===== src/rtl/aperture_scheduler.sv =====
// Aperture resolver and single-outstanding SDRAM request sequencer for A8 bus accesses.
// Also registers a priority mux of descriptor config readback.
module aperture_scheduler #(
  parameter int unsigned NUM_AP    = 16,
  parameter int unsigned RAMH      = 27,
  parameter logic [7:0]  CFG_SPACE = 8'hD7,
  parameter int unsigned TIMEOUT   = 255
) (
  input  logic                   clk,
  input  logic                   a8_rst_n,
  input  logic                   a8_rw,
  input  logic [15:0]            a8_addr,
  input  logic [7:0]             a8_data,
  input  logic                   aValid,
  input  logic                   wValid,
  input  logic [NUM_AP-1:0]      apInRange,
  input  logic [NUM_AP*8-1:0]    apLoPage,
  input  logic [NUM_AP*RAMH-1:0] apBaseAddr,
  input  logic [NUM_AP*8-1:0]    apCfg,
  input  logic [NUM_AP-1:0]      apCfgValid,
  output logic                   memReq,
  output logic                   memWrite,
  output logic [RAMH-1:0]        memAddr,
  output logic [7:0]             memWData,
  input  logic                   memAck,
  input  logic [7:0]             memRData,
  output logic [7:0]             rdData,
  output logic                   rdValid,
  output logic [7:0]             cfgData,
  output logic                   cfgValid,
  output logic                   busy,
  output logic                   timeout,
  output logic                   overrun
);

  typedef enum logic [1:0] {StIdle, StWdata, StReq} state_e;

  state_e          r_state;
  logic [7:0]      r_cnt;
  logic            r_rw;

  logic            w_hit;
  logic            w_expired;
  logic [7:0]      w_lo;
  logic [RAMH-1:0] w_base;
  logic [15:0]     w_off;
  logic [RAMH-1:0] w_addr;
  logic [7:0]      w_cfg;

  // Descending scan so the lowest set index is the last one written.
  always_comb begin
    w_lo   = '0;
    w_base = '0;
    w_cfg  = '0;
    for (int i = NUM_AP - 1; i >= 0; i--) begin
      if (apInRange[i]) begin
        w_lo   = apLoPage[i*8 +: 8];
        w_base = apBaseAddr[i*RAMH +: RAMH];
      end
      if (apCfgValid[i]) begin
        w_cfg = apCfg[i*8 +: 8];
      end
    end
  end

  assign w_hit     = aValid && (|apInRange) && (a8_addr[15:8] != CFG_SPACE);
  assign w_off     = {a8_addr[15:8] - w_lo, a8_addr[7:0]};
  assign w_addr    = w_base + RAMH'(w_off);
  assign w_expired = (r_cnt == 8'(TIMEOUT - 1));
  assign busy      = (r_state != StIdle);

  always_ff @(posedge clk or negedge a8_rst_n) begin
    if (!a8_rst_n) begin
      r_state  <= StIdle;
      r_cnt    <= '0;
      r_rw     <= 1'b0;
      memReq   <= 1'b0;
      memWrite <= 1'b0;
      memAddr  <= '0;
      memWData <= '0;
      rdData   <= 8'hFF;
      rdValid  <= 1'b0;
      cfgData  <= 8'hFF;
      cfgValid <= 1'b0;
      timeout  <= 1'b0;
      overrun  <= 1'b0;
    end else begin
      rdValid  <= 1'b0;
      cfgValid <= |apCfgValid;
      if (|apCfgValid) begin
        cfgData <= w_cfg;
      end
      if (w_hit && r_state != StIdle) begin
        overrun <= 1'b1;
      end
      case (r_state)
        StIdle: begin
          if (w_hit) begin
            memAddr <= w_addr;
            r_rw    <= a8_rw;
            r_cnt   <= '0;
            if (a8_rw) begin
              memWrite <= 1'b0;
              memReq   <= 1'b1;
              r_state  <= StReq;
            end else begin
              r_state  <= StWdata;
            end
          end
        end
        StWdata: begin
          if (wValid) begin
            memWData <= a8_data;
            memWrite <= 1'b1;
            memReq   <= 1'b1;
            r_cnt    <= '0;
            r_state  <= StReq;
          end else if (w_expired) begin
            timeout <= 1'b1;
            r_state <= StIdle;
          end else begin
            r_cnt <= r_cnt + 8'd1;
          end
        end
        StReq: begin
          // Ack is checked first so it wins over a coincident expiry.
          if (memAck) begin
            memReq <= 1'b0;
            if (r_rw) begin
              rdData  <= memRData;
              rdValid <= 1'b1;
            end
            r_state <= StIdle;
          end else if (w_expired) begin
            memReq  <= 1'b0;
            timeout <= 1'b1;
            if (r_rw) begin
              rdData  <= 8'hFF;
              rdValid <= 1'b1;
            end
            r_state <= StIdle;
          end else begin
            r_cnt <= r_cnt + 8'd1;
          end
        end
        default: r_state <= StIdle;
      endcase
    end
  end

endmodule


===== config.mk =====
export PLATFORM = sky130hd
export DESIGN_NAME = aperture_scheduler
export DESIGN_NICKNAME = d
export VERILOG_FILES = /design/src/rtl/aperture_scheduler.sv
export SDC_FILE = /design/constraint.sdc
export NUM_CORES = 1
export LEC_CHECK = 0
export CORE_AREA = 2 2 313 315
export CTS_CLUSTER_SIZE = 16
export DETAILED_ROUTE_END_ITERATION = 10
export DIE_AREA = 0 0 315 317
export GPL_TIMING_DRIVEN = 0
export SYNTH_ARGS = -nofsm -noshare
export SYNTH_HDL_FRONTEND = slang
export SYNTH_SLANG_ARGS = --single-unit

===== constraint.sdc =====
create_clock -name clk -period 3 [get_ports clk]
set_clock_uncertainty 0.15 [all_clocks]
set_input_delay 0.6 -clock clk [delete_from_list [all_inputs] [get_ports clk]]
set_output_delay 0.6 -clock clk [all_outputs]
set_load 0.02 [all_outputs]

==> Flow_metrics.wiki <==
{| class="wikitable"
! Metric !! Value
|-
| Instance area at placement || 0.0189 mm²
|-
| Count of pins on the block boundary || 816
|-
| Met3 routing resource usage after global routing || 4.29%
|-
| Weighted congestion at the end of routability-driven global placement || 0.946
|-
| Net count after synthesis || 2009
|-
| Site Rows || 114
|-
| Post-synthesis cell type count || 73
|-
| Htree depth || 3
|-
| Worst hold slack || 0.0400 ns
|-
| Fin nets || 2914
|-
| Unrepaired setup endpoints after global routing || true
|-
| Min-delay worst type || in -> async
|-
| Clock insertion delay at the later pin of the skew report || 0.35 ns
|-
| Status || complete, but fails checks
|-
| Leakage dissipation || 7.72 nW
|-
| Final Util || 22.0%
|-
| PortBufs || 808
|-
| Die outline width || 315 µm
|-
| Count of fill cells added during filler insertion || 10.8k
|-
| Summed area of non-filler cells in the final layout || 0.0212 mm²
|-
| Global-route wire length before repair || 131000 µm
|-
| Number of flops mapped to enable cells by yosys || 0
|-
| Cell repeated most along the worst path || a21o_1
|-
| Global routing usage on met1 || 26.2%
|-
| Post-synthesis instance total || 1220
|-
| Largest stage delay on the critical path || 0.55 ns
|-
| Initial core utilization || 9.23%
|-
| Antenna violations before repair || 46
|-
| Setup crit end kind || flip-flop
|-
| Met2 global-route usage || 31.2%
|-
| Crit path kind || in -> reg
|-
| Post-Route WL || 103000 µm
|-
| Path depth of the worst reg2reg path || 8
|-
| Most area-hungry cell type in the Yosys netlist || dfrtp_1
|-
| Number of antenna-violating nets in the routed design || 0
|-
| Arrival time worst endpoint || 5.71 ns
|-
| Maxcap violations || 0
|-
| Fmax || 0.178 GHz
|-
| Worst ir drop on vdd || 287 µV
|-
| Largest net degree at the start of global routing || 40
|-
| Synthesis-to-layout area growth || 138%
|-
| Portion of synthesized cell area occupied by the leading cell type || 14.6%
|-
| Maximum clock insertion buffer count || 2
|-
| Drt pass-1 iters || 6
|-
| Overflow after GRT || 0
|-
| DRT iter0 DRCs || 1209
|-
| Critical path depth || 24
|-
| Failing checks || negative setup slack
|-
| # DRC || 0
|-
| Drt via density || 4.42
|-
| Final critical-path share of the clock period || 187%
|-
| Max-slew headroom || 10.2%
|-
| GRT busiest layer || met2
|-
| Primary FF master, synth || dfrtp_1
|-
| Via count of the first global-routing pass || 15.1k
|-
| Average wire per standard cell || 30.2 µm
|-
| Top cells by count, synth || o21ai_0, nand2_1, o22ai_1
|-
| Die Span Y || 317 µm
|-
| Post-route setup TNS || -49.39 ns
|-
| Number of buffers created by CTS || 9
|-
| Clock sinks || 68
|-
| Die Footprint || 0.0999 mm²
|-
| Post-Syn Area per Cell || 7.29 µm²
|-
| Cell area after technology mapping || 0.00889 mm²
|-
| Fraction of synthesis flops using an asynchronous set or reset pin || 100%
|-
| Hpwl dp || 89100 µm
|-
| Kind of start point of the critical path || input pin
|-
| Overall Global Routing Usage || 19.5%
|-
| Total number of vias || 15.1k
|-
| Worst-path cell chain || clkdlybuf4s50_1 > buf_4 > inv_2 > nor2_2 > a221o_1 > a21oi_1 > or3_4 > and2_4 > ha_4 > nor2b_4 > o21ai_1 > nand2b_1 > a21o_1 > a21o_1 > a21o_1 > a21oi_2 > xnor2_1 > ha_1 > nand3_2 > o221ai_4 > nand2b_4 > nor4_4 > xnor2_1 > o21ai_1
|-
| Family with the most delay on the worst path || simple AND/OR/NAND/NOR gates
|-
| Number of buffers added to fix hold violations after cts || 0
|-
| Largest fanout on the critical path || 10
|-
| Slowest CP cell || nor2_2
|-
| Worst-margin pin slew || 1.34 ns
|-
| CTS clock-pin slew for the worst setup and hold paths || 0.06 ns
|-
| Power Dens Cells || 391 mW/mm²
|-
| Buffer cell driving the clock tree root || clkbuf_16
|-
| Top post-synthesis cells by area || dfrtp_1, a221oi_1, o22ai_1
|-
| Worst Path Required || 3.09 ns
|-
| Core Region || 0.0963 mm²
|-
| Setup slack at placement || -6.39 ns
|-
| Share of final-layout standard cells stronger than drive strength 1 || 16.4%
|-
| Buffering stage count on the worst path with inverters included || 3
|-
| Final min period || 5.62 ns
|-
| Fin worst setup slack || -2.62 ns
|-
| Number of synthesized register bits || 68
|-
| Seq/Total Area, Yosys || 19.4%
|-
| Fin. max-slew vios || 0
|-
| Number of hold-slack violations in the final timing report || 0
|-
| Warnings from Yosys || 0
|-
| Clock tree from TritonCTS || yes
|-
| Most used standard cell by instance count after synthesis || o21ai_0
|-
| Setup-violating endpoint count in the final report || 27
|}
-- sequential cells by signal, summed over array words and instances (netlist names) --
| signal | cells |
|---|---|
| rdData | 8 |
| memAddr | 27 |
| cfgValid | 1 |
| rdValid | 1 |
| cfgData | 8 |
| r_cnt | 8 |
| r_rw | 1 |
| overrun | 1 |
| r_state | 2 |
| memWrite | 1 |
| timeout | 1 |
| memWData | 8 |
| memReq | 1 |
-- metal layers --
| metal | part of all wire [%] | wire length, µm |
|---|---|---|
| met3 | 8.4 | 8700 |
| met4 | 2.9 | 3010 |
| met2 | 44 | 45900 |
| met5 | 0.14 | 146 |
| met1 | 44 | 45400 |
-- cells in the final DEF, fill, tap and decap left out, drive strengths merged, types with 8 or more instances in the layout --
cell type and count:
a222oi 9, diode 16, nor4 11, buf 132
a21oi 95, xor2 14, o211ai 8, nor2 93
a21o 9, clkdlybuf4s50 786, nand2 110, o221ai 29
a31oi 17, o21ai 115, nor2b 20, a221oi 90
clkbuf 76, o22ai 96, a221o 31, or2 9
o31ai 20, inv 38, dfstp 16, nor3 27
xnor2 15, o31a 12, mux2 10, a22oi 22
mux2i 13, dfrtp 52, nand2b 11, ha 29
nand3 11
-- report_power, final --
| group | internal [W] | total [W] | switching [W] |
|---|---|---|---|
| clock network | 0.000751 | 0.00122 | 0.000471 |
| logic | 0.00269 | 0.00557 | 0.00289 |
| registers | 0.00129 | 0.00149 | 0.000201 |
-- final cells by class --
type | instances | area [µm²] | share of cell area (%)
Tap cell | 1276 | 1600 | 7.54
Buffer | 97 | 928 | 4.39
Sequential cell | 68 | 1720 | 8.13
Antenna cell | 16 | 40.0 | 0.189
Multi-Input combinational cell | 1008 | 7490 | 35.4
Inverter | 42 | 168 | 0.792
Clock buffer | 12 | 246 | 1.16
Clock inverter | 4 | 72.6 | 0.343
Timing Repair Buffer | 899 | 8910 | 42.1
-- what timing repair did --
item                                    4_1_cts  5_1_grt
pin swaps                                    68       67
hold endpoints to repair                      0        0
gates resized for setup                     316       87
setup buffers                                65       24
endpoints found under the setup margin       57       50
-- cells by family after synthesis --
group / after synthesis / share of synthesized area, %
fa+ha+maj: 31 / 4.53
xor+xnor: 29 / 2.86
simple gates: 318 / 16.6
compound gates: 607 / 47.4
mux: 23 / 2.73
buf+inv: 144 / 6.55
flops: 68 / 19.4
-- stage by stage --
step                      instances  total power (W)
after floorplan                1220          0.00354
after global placement         3304          0.00635
after detailed placement       3309          0.00641
after CTS                      3387          0.00819
after global routing           3415          0.00874
final                          3422          0.00829
-- path summary, 6_finish.rpt --
kind	end	startpoint	slack, ns
hold / removal	memWData[4]	a8_rst_n	0.04
max in group asynchronous	rdData[1]	a8_rst_n	2.00
setup / recovery	memAddr[24]	apInRange[5]	-2.62
min in group clk	overrun	overrun	0.33
setup reg to reg	rdData[7]	r_cnt[3]	0.63
hold reg to reg	overrun	overrun	0.33
Note: power is estimated with default switching activity, not from simulation.
